[src/rtl/hash_chain_seq.sv]
// hash_chain_seq: block sequencer that chains digests of the hash core.
// Define HASH_LEN_BLOCK_EN to append a length block after the last block.
`timescale 1ns/1ps

module hash_chain_seq #(
    parameter logic [7:0] IV_A  = 8'h67,
    parameter logic [7:0] IV_B  = 8'hEF,
    parameter logic [7:0] IV_C  = 8'h98,
    parameter logic [7:0] IV_D  = 8'h10,
    parameter int         CNT_W = 16
) (
    input  logic             clk,
    input  logic             rst,
    input  logic             blk_valid,
    output logic             blk_ready,
    input  logic [31:0]      blk_data,
    input  logic             blk_last,
    output logic [31:0]      core_msg,
    output logic [7:0]       a0,
    output logic [7:0]       b0,
    output logic [7:0]       c0,
    output logic [7:0]       d0,
    output logic             core_start,
    input  logic             core_done,
    input  logic [31:0]      digest_in,
    output logic             hash_valid,
    input  logic             hash_ready,
    output logic [31:0]      hash_out,
    output logic [CNT_W-1:0] blk_count,
    output logic             err
);

    localparam logic [31:0] IV = {IV_A, IV_B, IV_C, IV_D};

    typedef enum logic [2:0] {
        IDLE,
        START,
        WAIT,
        ACCUM,
        OUT
    } state_t;

    state_t            state;
    logic [31:0]       h;
    logic [31:0]       msg_reg;
    logic [31:0]       dig_reg;
    logic              last_reg;
    logic [31:0]       h_sum;
    logic [CNT_W-1:0]  cnt_next;

    // Lanes add independently; the 8-bit sums drop their carry.
    always_comb begin
        h_sum = '0;
        h_sum[31:24] = h[31:24] + dig_reg[31:24];
        h_sum[23:16] = h[23:16] + dig_reg[23:16];
        h_sum[15:8]  = h[15:8]  + dig_reg[15:8];
        h_sum[7:0]   = h[7:0]   + dig_reg[7:0];
    end

    always_comb begin
        cnt_next = blk_count;
        if (!(&blk_count)) begin
            cnt_next = blk_count + 1'b1;
        end
    end

`ifdef HASH_LEN_BLOCK_EN
    logic        len_phase;
    logic [15:0] len16;

    generate
        if (CNT_W >= 16) begin : g_len_trunc
            assign len16 = cnt_next[15:0];
        end else begin : g_len_ext
            assign len16 = {{(16-CNT_W){1'b0}}, cnt_next};
        end
    endgenerate
`endif

    assign blk_ready = (state == IDLE);
    assign core_msg  = msg_reg;
    assign a0        = h[31:24];
    assign b0        = h[23:16];
    assign c0        = h[15:8];
    assign d0        = h[7:0];
    assign hash_out  = h;

    always_ff @(posedge clk) begin
        if (rst) begin
            state      <= IDLE;
            h          <= IV;
            msg_reg    <= '0;
            dig_reg    <= '0;
            last_reg   <= 1'b0;
            blk_count  <= '0;
            core_start <= 1'b0;
            hash_valid <= 1'b0;
            err        <= 1'b0;
`ifdef HASH_LEN_BLOCK_EN
            len_phase  <= 1'b0;
`endif
        end else begin
            core_start <= 1'b0;
            // A done pulse outside WAIT is flagged but never consumed.
            if (core_done && state != WAIT) begin
                err <= 1'b1;
            end
            case (state)
                IDLE: begin
                    if (blk_valid) begin
                        msg_reg    <= blk_data;
                        last_reg   <= blk_last;
                        core_start <= 1'b1;
                        state      <= START;
                    end
                end
                START: begin
                    state <= WAIT;
                end
                WAIT: begin
                    if (core_done) begin
                        dig_reg <= digest_in;
                        state   <= ACCUM;
                    end
                end
                ACCUM: begin
                    h <= h_sum;
`ifdef HASH_LEN_BLOCK_EN
                    if (len_phase) begin
                        len_phase  <= 1'b0;
                        hash_valid <= 1'b1;
                        state      <= OUT;
                    end else begin
                        blk_count <= cnt_next;
                        if (last_reg) begin
                            msg_reg    <= {16'h8000, len16};
                            len_phase  <= 1'b1;
                            core_start <= 1'b1;
                            state      <= START;
                        end else begin
                            state <= IDLE;
                        end
                    end
`else
                    blk_count <= cnt_next;
                    if (last_reg) begin
                        hash_valid <= 1'b1;
                        state      <= OUT;
                    end else begin
                        state <= IDLE;
                    end
`endif
                end
                OUT: begin
                    if (hash_ready) begin
                        h          <= IV;
                        blk_count  <= '0;
                        hash_valid <= 1'b0;
                        state      <= IDLE;
                    end
                end
                default: begin
                    state <= IDLE;
                end
            endcase
        end
    end

endmodule

[config.mk]
export PLATFORM = sky130hd
export DESIGN_NAME = hash_chain_seq
export DESIGN_NICKNAME = d
export VERILOG_FILES = /design/src/rtl/hash_chain_seq.sv
export SDC_FILE = /design/constraint.sdc
export NUM_CORES = 1
export LEC_CHECK = 0
export ABC_AREA = 1
export ABC_CLOCK_PERIOD_IN_PS = 2000
export BUFFER_PORTS_ARGS = -buffer_cell sky130_fd_sc_hd__buf_2
export CORE_MARGIN = 2
export CORE_UTILIZATION = 52
export CTS_CLUSTER_SIZE = 14
export DETAILED_ROUTE_END_ITERATION = 8
export PLACE_DENSITY = 0.81
export SYNTH_ARGS = -nofsm -noshare
export SYNTH_HDL_FRONTEND = slang
export SYNTH_SLANG_ARGS = --single-unit
[constraint.sdc]
create_clock -name clk -period 2 [get_ports clk]
set_input_delay 0.3 -clock clk [delete_from_list [all_inputs] [get_ports clk]]
set_output_delay 0.3 -clock clk [all_outputs]
set_load 0.02 [all_outputs]
=== Yosys cells after proc, flatten, opt, wreduce, memory -nomap -nowiden ===
Cells that the tools add are included.

* Bits in registers: 119
* Bits of input ports: 70
* Output and inout port bits: 116
* Logic and storage cells: 50

* Add/subtract/negate cells: 5
* Eq/ne operators: 10
* Multiplexer cells: 14
* Bitwise logic cells: 1
* Reduce and logical (&&, ||, !) cells: 11

{| class="wikitable"
|+ Operators by type and width
! operator !! number
|-
| $pmux 32 s2 || 1
|-
| $add 8x8->8 || 4
|-
| $mux 16 || 2
|-
| $mux 32 || 1
|-
| $pmux 16 s2 || 1
|-
| $add 16x1->16 const B || 1
|-
| $reduce_and 16->1 || 1
|-
| $pmux 3 s5 || 1
|-
| $mux 3 || 4
|-
| $ne 2x2->1 const B || 5
|-
| $reduce_and 3->1 || 3
|-
| $eq 3x2->1 const B || 2
|-
| $reduce_and 2->1 || 3
|-
| $eq 3x1->1 const B || 1
|-
| $eq 3x3->1 const B || 1
|-
| $logic_not 3->1 || 1
|-
| $mux 1 || 3
|-
| $ne 3x2->1 const B || 1
|-
| $pmux 1 s2 || 1
|-
| $reduce_bool 2->1 || 1
|-
| $reduce_or 2->1 || 1
|-
| $logic_and 1x1->1 || 1
|-
| $not 1->1 || 1
|}

=== Longest topological paths before layout ===
* Depth in word-level cells: 3
* Depth in mapped cells: 11
* Mapped depth without buffers: 10

=== Worst setup path before layout ===
No wires, ideal clock.

* Path type: reg2reg
* Start: reg h[0] (netlist: hash_out[0])
* End: reg h[6] (netlist: hash_out[6])
* Library setup time: 0.132 ns
* Data arrival time: 1.635 ns
* Data required time: 1.868 ns
* Slack: 0.232 ns
* Stages on the path, launching flop included: 10
* Path buffers: 0
* Clock period less this slack: 1.768 ns
* Path through: dfxtp_1 -> ha_1 -> inv_1 -> fa_1 -> o21ai_0 -> nand2_1 -> nand2_1 -> nand2_1 -> nand3_1 -> a21oi_1

* Longest elaborated chain between the ends: 2

{| class="wikitable"
|+ Ends and longest elaborated chain
! what !! line !! RTL
|-
| start: declaration || 44 || <nowiki>logic [31:0] h;</nowiki>
|-
| start signal: assignment || 127 || <nowiki>h <= h_sum;</nowiki>
|-
| $add 8x8->8 || 57 || <nowiki>h_sum[7:0] = h[7:0] + dig_reg[7:0];</nowiki>
|-
| $pmux 32 s2 || 108 || <nowiki>case (state)</nowiki>
|}

No other way between the ends.
A chain may end at the register's enable or synchronous reset.

=== Final worst setup path ===
* Start: reg blk_count[0]
* End: reg blk_count[13]

* Longest elaborated chain between the ends: 3
* Elaborated cells between the ends (all ways): 6
* Those cells by class: add/sub: 1; eq/ne: 1; mux: 2; reduce/logical: 2

{| class="wikitable"
|+ Ends and longest elaborated chain
! what !! line !! RTL
|-
| start: declaration || 29 || <nowiki>output logic [CNT_W-1:0] blk_count,</nowiki>
|-
| start signal: assignment || 145 || <nowiki>blk_count <= cnt_next;</nowiki>
|-
| $add 16x1->16 / $reduce_and 16->1 (equally long branches) || 63, 62 ||
|-
| $mux 16 / $ne 2x2->1 (equally long branches) || -- ||
|-
| $pmux 16 s2 / $reduce_and 3->1 (equally long branches) || -- ||
|}

Several ways; a longest one is shown, not always the timed one. The select of a mux whose other input is x is not followed.

==> results by group <==
Run status
  • Status: finished, final reports clean

Clocking
  • TritonCTS buffer count: 17
  • H-tree depth: 4
  • TritonCTS clock tree: yes
  • Clk slew on worst S/H paths: 0.05 ns
  • Worst-Skew Late Latency: 0.42 ns
  • Clk buf depth: 2
  • Root buffer cell: clkbuf_16
  • Clk sinks: 119

Timing
  • RSZ-0062 raised after global routing: false
  • Final setup fails: 0
  • Rel. slew slack: 54.8%
  • Worst-margin pin slew: 0.679 ns
  • Final period util: 88.9%
  • Final hold vios: 0
  • Crit path time final: 1.78 ns
  • Clock skew: 0.00446 ns
  • Slew Limit Fails: 0
  • Hold WS: 0.144 ns
  • F_max: 563 MHz
  • Setup TNS: 0 ns

Logic synthesis
  • Syn Std Cell Area: 6140 um^2
  • Yosys top cell area share: 38.8%
  • Most common library cells after synthesis: 175 x nand2_1, 119 x dfxtp_1, 108 x a21oi_1, 85 x inv_1, 79 x nand3_1
  • Synth cell types: 35
  • Sequential cell area fraction in the yosys report: 38.8%
  • Yosys reg bits: 119
  • Most frequent cell after synthesis: nand2_1
  • Gate count after technology mapping: 838
  • Ys async rst share: 0%
  • Syn nets: 941
  • Post-synth EDFFs: 0
  • Dominant cells by area after synthesis: dfxtp_1 39%, nand2_1 11%, a21oi_1 8.8%
  • Synth warn: 0
  • Post-synth top area cell: dfxtp_1
  • Top_reg_cell synth: dfxtp_1
  • Syn_area_per_cell: 7.32 um^2

Worst setup path
  • Worst Path Required: 2.28 ns
  • RR Startpoint: blk_count[0]
  • Critical path type: register to register
  • R2R setup slack: 0.22 ns
  • CP max FO: 12
  • Cells on worst reg2reg path: 10
  • Crit. End Element: register
  • Reg-to-reg endpoint: blk_count[13]
  • Worst EP arrival: 2.06 ns
  • Nature of the critical path startpoint: register

Floorplanning
  • Full die area: 12700 um^2
  • # rows: 39
  • Initial core utilization: 53.5%
  • CORE AREA: 11500 um^2
  • Die X: 113 um
  • IO Pins: 186
  • Die Y-Extent: 113 um

Global routing
  • GRT Util Overall: 25.9%
  • Pin count of the biggest net entering global routing: 65
  • Antenna violations before repair: 1
  • GRT overflow: 0
  • Vias in the first global route: 5776
  • First-pass GRT wire length: 26.6 mm

Min path
  • Worst Hold Path Cells: 3
  • HP Class: input pin to register
  • Critical hold path startpoint: blk_last
  • Min-Delay Endpoint: last_reg

Power
  • Peak VDD IR: 1.16 mV
  • Power per cell area: 886 nW/um^2
  • P_leak: 3.60 nW

Drt
  • Antenna viol nets, final: 0
  • WL/cell: 13.9 um
  • Routed via count: 5966
  • Initial DRT Pass Iterations: 4
  • DRC violation count after routing: 0
  • Final Routed Wirelength: 15.9 mm
  • Routed vias/inst: 5.22
  • Drt first-iter violations: 343

Flow run
  • Max-cap viol count: 0

Cells and area
  • Filler cells: 1027
  • Layout cell share with drive strength beyond 1: 25.2%
  • P&R area growth vs syn: 22.9%
  • Final net count: 1090

Place
  • IO buf count: 185
  • RePlAce Congestion: 0.879
  • Detailed placer's ending HPWL: 10.9 mm
-- final cells by class --
type                            count  area (um^2)  share of cell area (%)
Multi-Input combinational cell    560         2980                    39.6
Timing Repair Buffer              201         1070                    14.2
Antenna cell                        1         2.50                  0.0332
Clock inverter                      8          123                    1.63
Clock buffer                       23          468                    6.21
Sequential cell                   119         2380                    31.6
Tap cell                          143          179                    2.37
Inverter                           88          332                    4.40
-- report_power, final --
part | total, W | leakage (nW) | switching, W | internal [W]
combinational | 0.00103 | 2.35 | 0.000636 | 0.000391
clock | 0.00306 | 0.279 | 0.00105 | 0.00201
sequential | 0.00260 | 0.968 | 0.0000917 | 0.00251
-- cell families (layout without fill, tap and decap cells) --
| family | after synthesis | count (layout) | synth area share, % |
|---|---|---|---|
| adder cells (fa/ha/maj) | 33 | 33 | 7.22 |
| buffers and inverters | 159 | 320 | 12.5 |
| other | 0 | 1 | 0 |
| AO/OA/AOI/OAI | 173 | 173 | 14.6 |
| AND/OR/NAND/NOR | 342 | 342 | 25.1 |
| flip-flops | 119 | 119 | 38.8 |
| XOR/XNOR | 12 | 12 | 1.71 |
-- worst max-delay path, cell delays in order (launching register included) --
cell and delay (ns):
dfxtp_1 0.45, ha_1 0.25, nand3_2 0.12, nor2_2 0.15
nand2_2 0.08, clkinv_2 0.09, nand2_1 0.09, nand2_2 0.20
nor2_1 0.08, nor2_1 0.09, nor2_1 0.04
-- per-stage QoR --
stage	cells	utilization, %	setup slack (ns)	instance area (um^2)	total power (W)
after floorplan	838	-	0.232	6140	0.00335
after global placement	1108	60.4	0.294	6930	0.00362
after detailed placement	1108	60.4	0.235	6930	0.00365
after CTS	1139	65.5	0.0886	7520	0.00671
after global routing	1143	65.8	0.0105	7540	0.00699
final	1143	65.8	0.223	7540	0.00668
-- cell usage in the layout (no fill, tap or decap), types with 3 or more instances in the layout --
cell / count
bufinv_16: 3
nor2_4: 3
nand2_2: 3
clkinvlp_4: 3
nand2_1: 175
nand3_1: 79
nand4_1: 11
buf_2: 185
o22ai_1: 8
o21a_1: 3
clkinv_2: 3
clkbuf_16: 17
buf_4: 14
nor2_2: 5
nor3_1: 3
clkbuf_1: 4
or2_2: 4
nand3b_1: 7
dfxtp_1: 119
ha_1: 29
nor2_1: 45
o21ai_0: 48
fa_1: 4
xor2_1: 6
inv_1: 85
a21oi_1: 108
xnor2_1: 6
-- metal layers --
layer | wire length [um] | global-route usage [%] | up-vias
met2 | 7530 | 42.6 | 190
met4 | 325 | 10.2 | 0
li1 | - | - | 3013
met5 | 0 | 0 | -
met1 | 6890 | 31.8 | 2738
met3 | 1160 | 7.88 | 25
-- worst max path at each step --
stage	startpoint	end	slack, ns	depth (start not counted)
finish	blk_count[0]	blk_count[13]	0.22	10
global placement	hash_out[0]	hash_out[6]	0.29	9
CTS	state[2]	blk_ready	0.09	4
floorplan	hash_out[0]	hash_out[6]	0.23	9
global route	blk_count[0]	blk_count[13]	0.01	10
detailed placement	hash_out[0]	hash_out[6]	0.24	9
-- what timing repair did --
| item | in CTS | in global routing |
|---|---|---|
| hold buffers | 0 | 0 |
| resized for setup | 0 | 1 |
| setup endpoints to repair | 0 | 2 |
| setup buffers | 0 | 3 |
Power figures use the tool's default switching activity.
